**src/rtl/jk_reg_bank_if.sv**
```systemverilog
// Bus interface for jk_reg_bank: control/data inputs and state outputs.
// The master drives controls and observes state; the slave is the register bank.
interface jk_reg_bank_if #(
  parameter int unsigned WIDTH = 4
);
  logic             en;
  logic [1:0]       mode;
  logic [WIDTH-1:0] s_n;
  logic [WIDTH-1:0] c_n;
  logic [WIDTH-1:0] j;
  logic [WIDTH-1:0] k;
  logic [WIDTH-1:0] q;
  logic [WIDTH-1:0] qn;
  logic             tc;
  logic [WIDTH-1:0] chg;

  modport master (
    output en, mode, s_n, c_n, j, k,
    input  q, qn, tc, chg
  );

  modport slave (
    input  en, mode, s_n, c_n, j, k,
    output q, qn, tc, chg
  );
endinterface

```
**src/rtl/jk_reg_bank.sv**
```systemverilog
// jk_reg_bank: WIDTH-channel synchronous JK flip-flop bank with per-channel
// active-low preset/clear (74HC112 semantics when both are low) and a shared
// mode select: independent JK, binary up-count, shift-left, hold.
// Optional feature macro: JK_REG_BANK_CHG_EN builds registered per-channel
// change flags; without it chg is tied low and no flops are added.
module jk_reg_bank #(
  parameter int unsigned      WIDTH     = 4,
  parameter logic [WIDTH-1:0] RESET_VAL = '0
) (
  input  logic         clk,
  input  logic         r,
  jk_reg_bank_if.slave bus
);

  typedef enum logic [1:0] {
    MODE_JK    = 2'b00,
    MODE_COUNT = 2'b01,
    MODE_SHIFT = 2'b10,
    MODE_HOLD  = 2'b11
  } mode_e;

  logic [WIDTH-1:0] r_q;
  logic [WIDTH-1:0] r_both;
  logic [WIDTH-1:0] w_act;
  logic [WIDTH-1:0] w_q_next;
  logic [WIDTH-1:0] w_both_next;
  mode_e            w_mode;

  assign w_mode = mode_e'(bus.mode);

  // Mode action computed from pre-edge q for every channel; overrides applied afterwards
  always_comb begin
    w_act = r_q;
    if (bus.en) begin
      unique case (w_mode)
        MODE_JK: begin
          for (int unsigned i = 0; i < WIDTH; i++) begin
            case ({bus.j[i], bus.k[i]})
              2'b01:   w_act[i] = 1'b0;
              2'b10:   w_act[i] = 1'b1;
              2'b11:   w_act[i] = ~r_q[i];
              default: w_act[i] = r_q[i];
            endcase
          end
        end
        MODE_COUNT: w_act = r_q + {{(WIDTH-1){1'b0}}, 1'b1};
        MODE_SHIFT: w_act = {r_q[WIDTH-2:0], bus.j[0]};
        MODE_HOLD:  w_act = r_q;
      endcase
    end
  end

  // Preset wins (also when both are low), then clear, then the mode action
  always_comb begin
    w_q_next    = (w_act & bus.c_n) | ~bus.s_n;
    w_both_next = ~bus.s_n & ~bus.c_n;
  end

  // State and both-flag registers with synchronous active-low reset
  always_ff @(posedge clk) begin
    if (!r) begin
      r_q    <= RESET_VAL;
      r_both <= '0;
    end else begin
      r_q    <= w_q_next;
      r_both <= w_both_next;
    end
  end

  assign bus.q  = r_q;
  assign bus.qn = ~r_q | r_both;
  assign bus.tc = (w_mode == MODE_COUNT) & bus.en & (&r_q) & r & (&bus.s_n) & (&bus.c_n);

`ifdef JK_REG_BANK_CHG_EN
  logic [WIDTH-1:0] r_chg;
  logic [WIDTH-1:0] w_qn_next;

  assign w_qn_next = ~w_q_next | w_both_next;

  // Flag any q or qn transition for one cycle; reset edges never flag
  always_ff @(posedge clk) begin
    if (!r) begin
      r_chg <= '0;
    end else begin
      r_chg <= (w_q_next ^ r_q) | (w_qn_next ^ bus.qn);
    end
  end

  assign bus.chg = r_chg;
`else
  assign bus.chg = '0;
`endif

endmodule

```
**src/flat_wrapper.sv**
```systemverilog
// flat-port wrapper written by rule: the top's interface ports become plain ports
module jk_reg_bank_flat 
#(
  parameter int unsigned      WIDTH     = 4,
  parameter logic [WIDTH-1:0] RESET_VAL = '0
)
  (clk, r, bus_en, bus_mode, bus_s_n, bus_c_n, bus_j, bus_k, bus_q, bus_qn, bus_tc, bus_chg);
  jk_reg_bank_if #(.WIDTH(WIDTH)) bus_i ();
  input  logic clk;
  input  logic r;
  input wire logic [$bits(bus_i.en)-1:0] bus_en;
  input wire logic [$bits(bus_i.mode)-1:0] bus_mode;
  input wire logic [$bits(bus_i.s_n)-1:0] bus_s_n;
  input wire logic [$bits(bus_i.c_n)-1:0] bus_c_n;
  input wire logic [$bits(bus_i.j)-1:0] bus_j;
  input wire logic [$bits(bus_i.k)-1:0] bus_k;
  output wire logic [$bits(bus_i.q)-1:0] bus_q;
  output wire logic [$bits(bus_i.qn)-1:0] bus_qn;
  output wire logic [$bits(bus_i.tc)-1:0] bus_tc;
  output wire logic [$bits(bus_i.chg)-1:0] bus_chg;
  assign bus_i.en = bus_en;
  assign bus_i.mode = bus_mode;
  assign bus_i.s_n = bus_s_n;
  assign bus_i.c_n = bus_c_n;
  assign bus_i.j = bus_j;
  assign bus_i.k = bus_k;
  assign bus_q = bus_i.q;
  assign bus_qn = bus_i.qn;
  assign bus_tc = bus_i.tc;
  assign bus_chg = bus_i.chg;
  jk_reg_bank #(.WIDTH(WIDTH), .RESET_VAL(RESET_VAL)) u_core (.clk(clk), .r(r), .bus(bus_i));
endmodule
```
**config.mk**
```make
export PLATFORM = sky130hd
export DESIGN_NAME = jk_reg_bank_flat
export DESIGN_NICKNAME = d
export VERILOG_FILES = /design/src/rtl/jk_reg_bank_if.sv /design/src/rtl/jk_reg_bank.sv /design/src/flat_wrapper.sv
export SDC_FILE = /design/constraint.sdc
export NUM_CORES = 1
export LEC_CHECK = 0
export CAP_MARGIN = 20
export CORE_ASPECT_RATIO = 1.4
export CORE_UTILIZATION = 29
export CTS_CLUSTER_SIZE = 8
export DETAILED_ROUTE_END_ITERATION = 10
export PLACE_DENSITY = 0.63
export SYNTH_ARGS = -nofsm -noshare
export SYNTH_HDL_FRONTEND = slang
export SYNTH_SLANG_ARGS = --single-unit
```
**constraint.sdc**
```tcl
create_clock -name clk -period 3.5 [get_ports clk]
set_input_delay 0.7 -clock clk [delete_from_list [all_inputs] [get_ports clk]]
set_output_delay 0.7 -clock clk [all_outputs]
set_load 0.05 [all_outputs]
```
==> impl_metrics.toml <==
[yosys]
ys_seq_elements = 8
ys_seq_area_share_pct = 26.7
syn_avg_cell_area_um2 = 8.10
yosysUniqueCellTypes = 33
synthCells = 74
yosysWarnings = 0
netlist_area_um2 = 599

[timing]
hold_violations = 0
fin_crit_ns = 2.89
period_share_pct = 82.6
slew_headroom_pct = 66.2
slew_viol_final = 0
whs_ns = 0.622
skew_ns = 0.00451
finalSetupViolCount = 0
rsz0062_at_grt = "no"
fmax_mhz = 346
worst_pin_slew_ns = 0.505
finalSetupTns_ns = 0

[grt]
use_met3_pct = 4.80
grt_first_pass_wirelength_mm = 2.35
grt_pass1_vias = 588
grt_max_degree = 14
grt.busiest_layer = "met2"
antenna_found_initial = 0
use_met1_pct = 15.3
overflow = 0
use_met2_pct = 26.1
grt_usage_pct = 14.8

[worst_setup_path]
worstPathCellList = "clkdlybuf4s50_1 > nand3_1 > nor4_1 > buf_12"
crit_slowest_cell = "clkdlybuf4s50_1"
crit_end = "bus_tc"
reg2reg_depth = 5
cp_num_buf_inv = 2
worst_setup_path_end_kind = "output port"
cp_top_family = "buffers and inverters"
critical_path_required_ns = 2.80
max_stage_delay_ns = 0.73
r2r_end = "u_core.bus.q[2]"
cp.arrival_ns = 2.19
critPathKind = "input pin to output port"
cp-start-kind = "input pin"
startpoint = "bus_mode[0]"
worst-path-stages = 4
path_max_fanout = 13
r2r_start = "u_core.bus.q[1]"
rrSetupSlack_ns = 2.15

[layout]
mostFrequentLayoutCell = "clkdlybuf4s50_1"
layout_common_cells = "clkdlybuf4s50_1, nand2b_1, dfxtp_1, nor2_1"
multi_input_area_um2 = 387
antenna_cells = 0
n_fill_cell = 217
final_core_util_pct = 46.5
drive_gt1_share_pct = 9.71
area_growth_pct = 51.4
fin_nets = 127
seqCellArea_um2 = 160

[die]
floorplan.initialDensity_pct = 30.7
die_x_um = 40.4
ios = 34
die_h_um = 55.8
rows = 19
die_area_um2 = 2260
coreArea_um2 = 1950

[detailed_routing]
vias = 637
post_drt_wl_per_cell_um = 12.4
routed_wl_mm = 1.54
drt-initial-drc-count = 9
dr.pass1.iters = 4
ant_nets = 0
drc = 0
via_per_inst = 5.14

[clock_network]
cts_buffers = 3
cts_buffer_depth = 2
post_cts_resized = 0
ctsHoldBuffers = 0
post_cts_buffers = 0
htree_levels = 1
clk_pin_slew_worst_paths_ns = 0.05
clock-sinks = 8
cts_tree = "built"
cts-root-buf = "clkbuf_4"
clk_latency_ns = 0.25

[placement]
dpl.hpwl_mm = 1.17
gp_congestion = 0.816
port_buffers = 29

[power_and_ir_drop]
total_power_mw = 0.284
vdd_drop_max_v = 0.000193
p_leak_nw = 0.336
p_per_area_nw_per_um2 = 313

[run]
cap_violations = 0

[min_path]
min_path_type = "flip-flop to flip-flop"

[run_status]
status = "finished clean"
-- per-layer routing --
metal | vias to the layer above | share of wire (%)
met4 | 0 | 0
li1 | 318 | -
met5 | - | 0
met3 | 0 | 6.6
met1 | 293 | 42
met2 | 26 | 52
-- through the flow --
stage,instances,setup slack (ns),cell area [µm²]
floorplan,77,0.178,611
global placement,121,0.626,885
detailed placement,121,0.623,885
CTS,124,0.615,907
global route,124,0.554,907
finish,124,0.610,907
-- logic make-up (layout without fill, tap and decap cells) --
logic type | count (synthesis) | in the layout | share of synthesized area (%)
simple gates | 35 | 35 | 34.0
compound gates | 20 | 20 | 24.0
flops | 8 | 8 | 26.7
buf+inv | 8 | 34 | 10.6
fa+ha+maj | 1 | 1 | 2.09
other cells | 1 | 4 | 0.626
mux | 1 | 1 | 1.88
-- sequential cells by signal, summed over array words and instances, names as in the netlist --
name and flops:
u_core.bus.q 4, u_core.r_both 4
-- cell type report --
type,count,share of cell area [%]
tap,21,2.90
multi-input combinational,61,42.6
timing repair buffer,30,33.9
inverter,1,0.414
sequential,8,17.7
clock buffer,3,2.48
-- worst register-to-register path, cell delays in order, from the launching register on --
cell and delay, ns:
dfxtp_1 0.39, ha_1 0.27, mux2_2 0.27, nand3_1 0.08
o2111ai_1 0.13, a21boi_1 0.16
-- where the power goes --
part,internal (mW),total (mW),switching [mW]
clock network,0.0389,0.0657,0.0268
registers,0.0969,0.104,0.00727
logic,0.0502,0.114,0.0642
-- synthesized netlist by cell type --
| cell | n | area, µm² |
|---|---|---|
| a21o_1 | 1 | 7.51 |
| nor2b_1 | 2 | 12.5 |
| nand2b_1 | 8 | 50.1 |
| nor3_1 | 3 | 15.0 |
| o21ai_0 | 1 | 5.00 |
| nand3b_1 | 1 | 7.51 |
| buf_6 | 2 | 22.5 |
| o2111ai_1 | 1 | 8.76 |
| o21ai_1 | 3 | 15.0 |
| o31ai_2 | 1 | 12.5 |
| a31oi_1 | 1 | 6.26 |
| o31ai_1 | 1 | 7.51 |
| o32a_1 | 1 | 10.0 |
| nand2_2 | 1 | 6.26 |
| ha_1 | 1 | 12.5 |
| nor2_1 | 5 | 18.8 |
| inv_1 | 1 | 3.75 |
| nand4_1 | 2 | 12.5 |
| o211ai_1 | 1 | 7.51 |
| nor3b_1 | 3 | 22.5 |
| buf_4 | 5 | 37.5 |
| mux2_2 | 1 | 11.3 |
| nand2b_4 | 1 | 13.8 |
| nand2_1 | 4 | 15.0 |
| conb_1 | 1 | 3.75 |
| nor4_1 | 1 | 6.26 |
| nand3_1 | 3 | 15.0 |
| or3b_1 | 1 | 8.76 |
| a21boi_1 | 3 | 22.5 |
| dfxtp_1 | 8 | 160 |
| o21bai_1 | 2 | 15.0 |
| a21oi_1 | 3 | 15.0 |
| a21boi_2 | 1 | 11.3 |
-- worst min path at each step --
stage | startpoint | end | depth (start not counted)
after global routing | u_core.bus.q[0] | u_core.bus.q[0] | 2
final | u_core.bus.q[0] | u_core.bus.q[0] | 2
after floorplan | bus_c_n[1] | u_core.r_both[1] | 1
after detailed placement | u_core.bus.q[0] | u_core.bus.q[0] | 2
after CTS | u_core.bus.q[0] | u_core.bus.q[0] | 2
after global placement | u_core.bus.q[0] | u_core.bus.q[0] | 2
(Power assumes the default switching activity.)
==> edit 1, RTL diff (config.mk and constraints unchanged) <==
`WIDTH` is set to 4 in 3 places; all go to 6.
--- a/src/rtl/jk_reg_bank_if.sv
+++ b/src/rtl/jk_reg_bank_if.sv
@@ -1,7 +1,7 @@
 // Bus interface for jk_reg_bank: control/data inputs and state outputs.
 // The master drives controls and observes state; the slave is the register bank.
 interface jk_reg_bank_if #(
-  parameter int unsigned WIDTH = 4
+  parameter int unsigned WIDTH = 6
 );
   logic             en;
   logic [1:0]       mode;
--- a/src/rtl/jk_reg_bank.sv
+++ b/src/rtl/jk_reg_bank.sv
@@ -4,7 +4,7 @@
 // Optional feature macro: JK_REG_BANK_CHG_EN builds registered per-channel
 // change flags; without it chg is tied low and no flops are added.
 module jk_reg_bank #(
-  parameter int unsigned      WIDTH     = 4,
+  parameter int unsigned      WIDTH     = 6,
   parameter logic [WIDTH-1:0] RESET_VAL = '0
 ) (
   input  logic         clk,
--- a/src/flat_wrapper.sv
+++ b/src/flat_wrapper.sv
@@ -1,7 +1,7 @@
 // flat-port wrapper written by rule: the top's interface ports become plain ports
 module jk_reg_bank_flat 
 #(
-  parameter int unsigned      WIDTH     = 4,
+  parameter int unsigned      WIDTH     = 6,
   parameter logic [WIDTH-1:0] RESET_VAL = '0
 )
   (clk, r, bus_en, bus_mode, bus_s_n, bus_c_n, bus_j, bus_k, bus_q, bus_qn, bus_tc, bus_chg);
Interface: changed (7 resized); port bits go from 34 to 48. The function was not compared with the original's and may differ.
==> edit 1 against the original RTL <==
Setup slack got worse by 0.0063 ns; power is 43% higher; critical path type unchanged; cell count up 48%; routed wire length rose by 53%; clock skew up 0.0012 ns; sequential cell count rose by 4; area after synthesis is 41% higher; cell area is 44% higher; count of clock-buffer cells in the layout stayed put.
==> edit 1: results (changes against the original RTL) <==
POWER.CLOCK.FRACTION_PCT=20.5  # -2.6 points
GRT_USAGE_PCT=16.54  # +1.8 points
POST_ROUTE_CELLS_DRIVE_ABOVE_1_SHARE_PCT=8.108  # -1.6 points
CRITICAL_PATH.MAX_FANOUT=8  # -5
PORTBUFFERS=41  # +41%
OUTCOME='completed'
MIN_DELAY_PATH_DEPTH=4  # +2
HOLDPATHEND='u_core.bus.q[5]$_SDFF_PN0_'
POWER.IR.VDD_WORST_mV=0.1866  # -3.2%
CLOCK_INSERTION_DELAY_WORST_SKEW_NS=0.27  # +0.02 ns
WORST_CLK_SKEW_NS=0.005760  # +0.001245 ns
P_LEAK_uW=0.0004975  # +48%
WORSTSETUPSTARTPOINT='r'
POWER.SWITCHING_FRACTION_PCT=37.04  # +2.5 points
WORST_SLEW_MARGIN_REL_PCT=66.67  # +0.45 points
PIN_COUNT_OF_THE_BIGGEST_NET_ENTERING_GLOBAL_ROUTING=17  # +3
LAYOUT.NETS=180  # +42%
PLACE.GP.CONGESTION=0.8596  # +5.4%
DRT_ITER0_MARKERS=12  # +3
WORST-R2R-SETUP-SLACK_NS=1.86  # -0.29 ns
WIRE_LENGTH_OF_THE_FIRST_GLOBAL_ROUTING_PASS_MM=3.712  # +58%
FINALCRITPERIODSHARE_PCT=82.75  # +0.18 points
SYNTH.CELLS.MOST_FREQUENT='dfxtp_1 (12), nand2b_1 (10), buf_4 (8)'
YOSYSSEQAREASHARE_PCT=28.44  # +1.7 points
PLACEMENT.SETUP.WORST_SLACK_NS=0.6223  # -0.0004980 ns
REG2REG_TO='u_core.bus.q[4]$_SDFF_PN0_'
VIA_COUNT=919  # +44%
NUMBER_OF_GLOBAL_ROUTE_VIAS_BEFORE_REPAIR=824  # +40%
-- edit 1: changes by cell type after synthesis, moves of 3 or more --
cell / before / now
dfxtp_1: 8 / 12
nor3_1: 3 / 7
buf_4: 5 / 8
inv_1: 1 / 5
a21oi_1: 3 / 7
a21boi_1: 3 / 0
or2b_1: 0 / 3
-- edit 1: layer usage --
| metal | share of wire, % | wire, um | up-vias | GRT usage, % |
|---|---|---|---|---|
| met4 | 2.7 | 64 | 0 | 10.42 |
| met2 | 53 | 1263 | 23 | 25.68 |
| met1 | 40 | 949 | 429 | 21.44 |
| met3 | 3.6 | 85 | 4 | 0.8197 |
| met5 | 0 | 0 | - | 0 |
| li1 | - | - | 463 | - |
-- edit 1: final cells by class --
cell class / count / area, sq um / share of cell area, %
timing repair buffer: 44 / 442.9 / 33.94
clock buffer: 3 / 22.52 / 1.726
sequential: 12 / 240.2 / 18.41
tap: 36 / 45.04 / 3.452
inverter: 5 / 18.77 / 1.438
multi-input combinational: 84 / 535.5 / 41.04
-- edit 1: logic make-up (layout without fill, tap and decap cells) --
family                     after synthesis  after routing  share of synthesized area (%)
DFF                                     12             12                          28.44
xor gates and xnor gates                 2              2                          2.074
other                                    1              6                         0.4440
AOI/OAI and AO/OA                       24             24                          20.30
buffers and inverters                   15             52                          10.37
adders and majority gates                1              1                          1.481
and+or+nand+nor                         49             49                          34.52
muxes                                    2              2                          2.370
-- edit 1: worst max-delay path, cell delays in order --
cell             delay (ns)
clkdlybuf4s50_1        0.62
nand3_1                0.17
nor2_1                 0.12
nand4_1                0.13
nor4_2                 0.27
buf_12                 0.19
-- edit 1: through the flow --
step                      instances  instance area [sq um]
after floorplan                 111                  863.3
after global placement          181                   1282
after detailed placement        181                   1282
after CTS                       184                   1305
after global routing            184                   1305
final                           184                   1305
==> edit 2, RTL diff (config.mk and constraints unchanged) <==
Made on the original files. Add a define of `JK_REG_BANK_CHG_EN`.
--- a/src/rtl/jk_reg_bank.sv
+++ b/src/rtl/jk_reg_bank.sv
@@ -3,6 +3,8 @@
 // mode select: independent JK, binary up-count, shift-left, hold.
 // Optional feature macro: JK_REG_BANK_CHG_EN builds registered per-channel
 // change flags; without it chg is tied low and no flops are added.
+`define JK_REG_BANK_CHG_EN
+
 module jk_reg_bank #(
   parameter int unsigned      WIDTH     = 4,
   parameter logic [WIDTH-1:0] RESET_VAL = '0
Check against the original RTL: not equivalent (a bounded check fails within 4 cycles, from zero or initial values).
==> edit 2 against the original RTL <==
Global-route usage increased by 0.13 points; routed wire length up 37%; area after synthesis increased by 35%; highest routed layer is now met4; first-iteration DRC count rose to 2.8 times the old value; sequential cell count increased by 4; clock power is 26% higher; largest cell class unchanged; setup slack gained 0.042 ns; non-clock buffer count is 7 higher; register-to-register slack worse by 0.26 ns; cell area increased by 35%; power is 36% higher; sequential power increased by 50%.
==> edit 2: results (changes against the original RTL) <==
POWER_FRAC_SEQ_PCT=40.4  # +3.7 points
MET2WIRELENGTH_MM=1.036  # +30%
REG2REG_TO='u_core.bus.chg[2]$_SDFF_PN0_'
CLKTRANSATPATHREGS_NS=0.07  # +0.02 ns
PLACED_AREA_SQ_MM=0.001200  # +36%
WORST_PIN_SLEW_NS=0.5801  # +0.07496 ns
MET1_GRT_UTIL_PCT=18.98  # +3.7 points
ANTENNA_CELLS_INSERTED=0  # unchanged
PORTBUFFERS=33  # +14%
WORST_CLK_SKEW_NS=0.004172  # -0.0003429 ns
WORST-ENDPOINT-ARRIVAL_NS=2.15  # -0.04 ns
SYNTHDISTINCTLIBCELLS=44  # +33%
OUTCOME='completed'
POWER.IR.VDD_WORST_mV=0.1246  # -35%
HOLDPATHEND='u_core.bus.chg[3]$_SDFF_PN0_'
P_LEAK_uW=0.0004525  # +34%
R2R.WORST_PATH.CELLS=6  # +1
SYNTH_TOP_CELLS_BY_AREA='dfxtp_1 (30%), nand2b_1 (4.6%), o32ai_2 (4.0%), inv_1 (3.2%), nand4_1 (3.1%)'
GLOBAL_ROUTE.USAGE.MET2_PCT=24.13  # -1.9 points
SHARE_COMB_OF_TOTAL_POWER_PCT=38.2  # -2.0 points
HOLD_PATH_STARTPOINT='u_core.r_both[3]$_SDFF_PN0_'
LAYOUT.NETS=157  # +24%
NUMBER_OF_GLOBAL_ROUTE_VIAS_BEFORE_REPAIR=784  # +33%
DPL.HPWL_MM=1.592  # +36%
WORSTHOLDPATHTYPE='flop to flop'
PLACE.GP.CONGESTION=0.8313  # +1.9%
MET3_LENGTH_UM=100  # -2.0%
CRIT_PATH_MAX_INCR_DELAY_NS=0.56  # -0.17 ns
WORSTSETUPSTARTPOINT='bus_s_n[2]'
YOSYSSEQAREASHARE_PCT=29.58  # +2.9 points
VIAS_PER_CELL=5.142  # about the same
TOP_ROUTING_LAYER_IN_USE='met4'
GRT_USAGE_PCT=14.92  # +0.13 points
CRITICAL_PATH.MAX_FANOUT=5  # -8
WIRE_LENGTH_OF_THE_FIRST_GLOBAL_ROUTING_PASS_MM=3.360  # +43%
SETUP_SLACK_NS=0.6516  # +0.04158 ns
PLACEMENT.SETUP.WORST_SLACK_NS=0.6204  # -0.002386 ns
WORST-R2R-SETUP-SLACK_NS=1.89  # -0.26 ns
-- edit 2: logic make-up after synthesis --
logic type                 share of synthesized area, %
AOI/OAI and AO/OA                                 29.12
xor gates and xnor gates                          3.236
adders and majority gates                         1.541
buffers and inverters                             6.625
DFF                                               29.58
muxes                                             1.233
and+or+nand+nor                                   28.66
-- edit 2: per-stage QoR --
step / utilization (%) / std cells / total power, uW / hold WS [ns]
floorplan: - / 97 / 245.3 / 0.5022
global placement: 45.41 / 166 / 306.0 / 0.5310
detailed placement: 45.41 / 166 / 306.7 / 0.5521
CTS: 46.26 / 169 / 392.8 / 0.5689
global route: 46.26 / 169 / 412.3 / 0.5971
finish: 46.26 / 169 / 386.1 / 0.5574
-- edit 2: cell type report --
class	count	area, sq um
inverter	7	26.28
multi-input combinational	74	518.0
timing repair buffer	37	370.4
fill	285	1420
sequential	12	240.2
clock buffer	3	22.52
tap	36	45.04
-- edit 2: critical path: cells and delay by family --
family	cells	cell delay, ns
buf+inv	2	0.77
simple gates	2	0.68
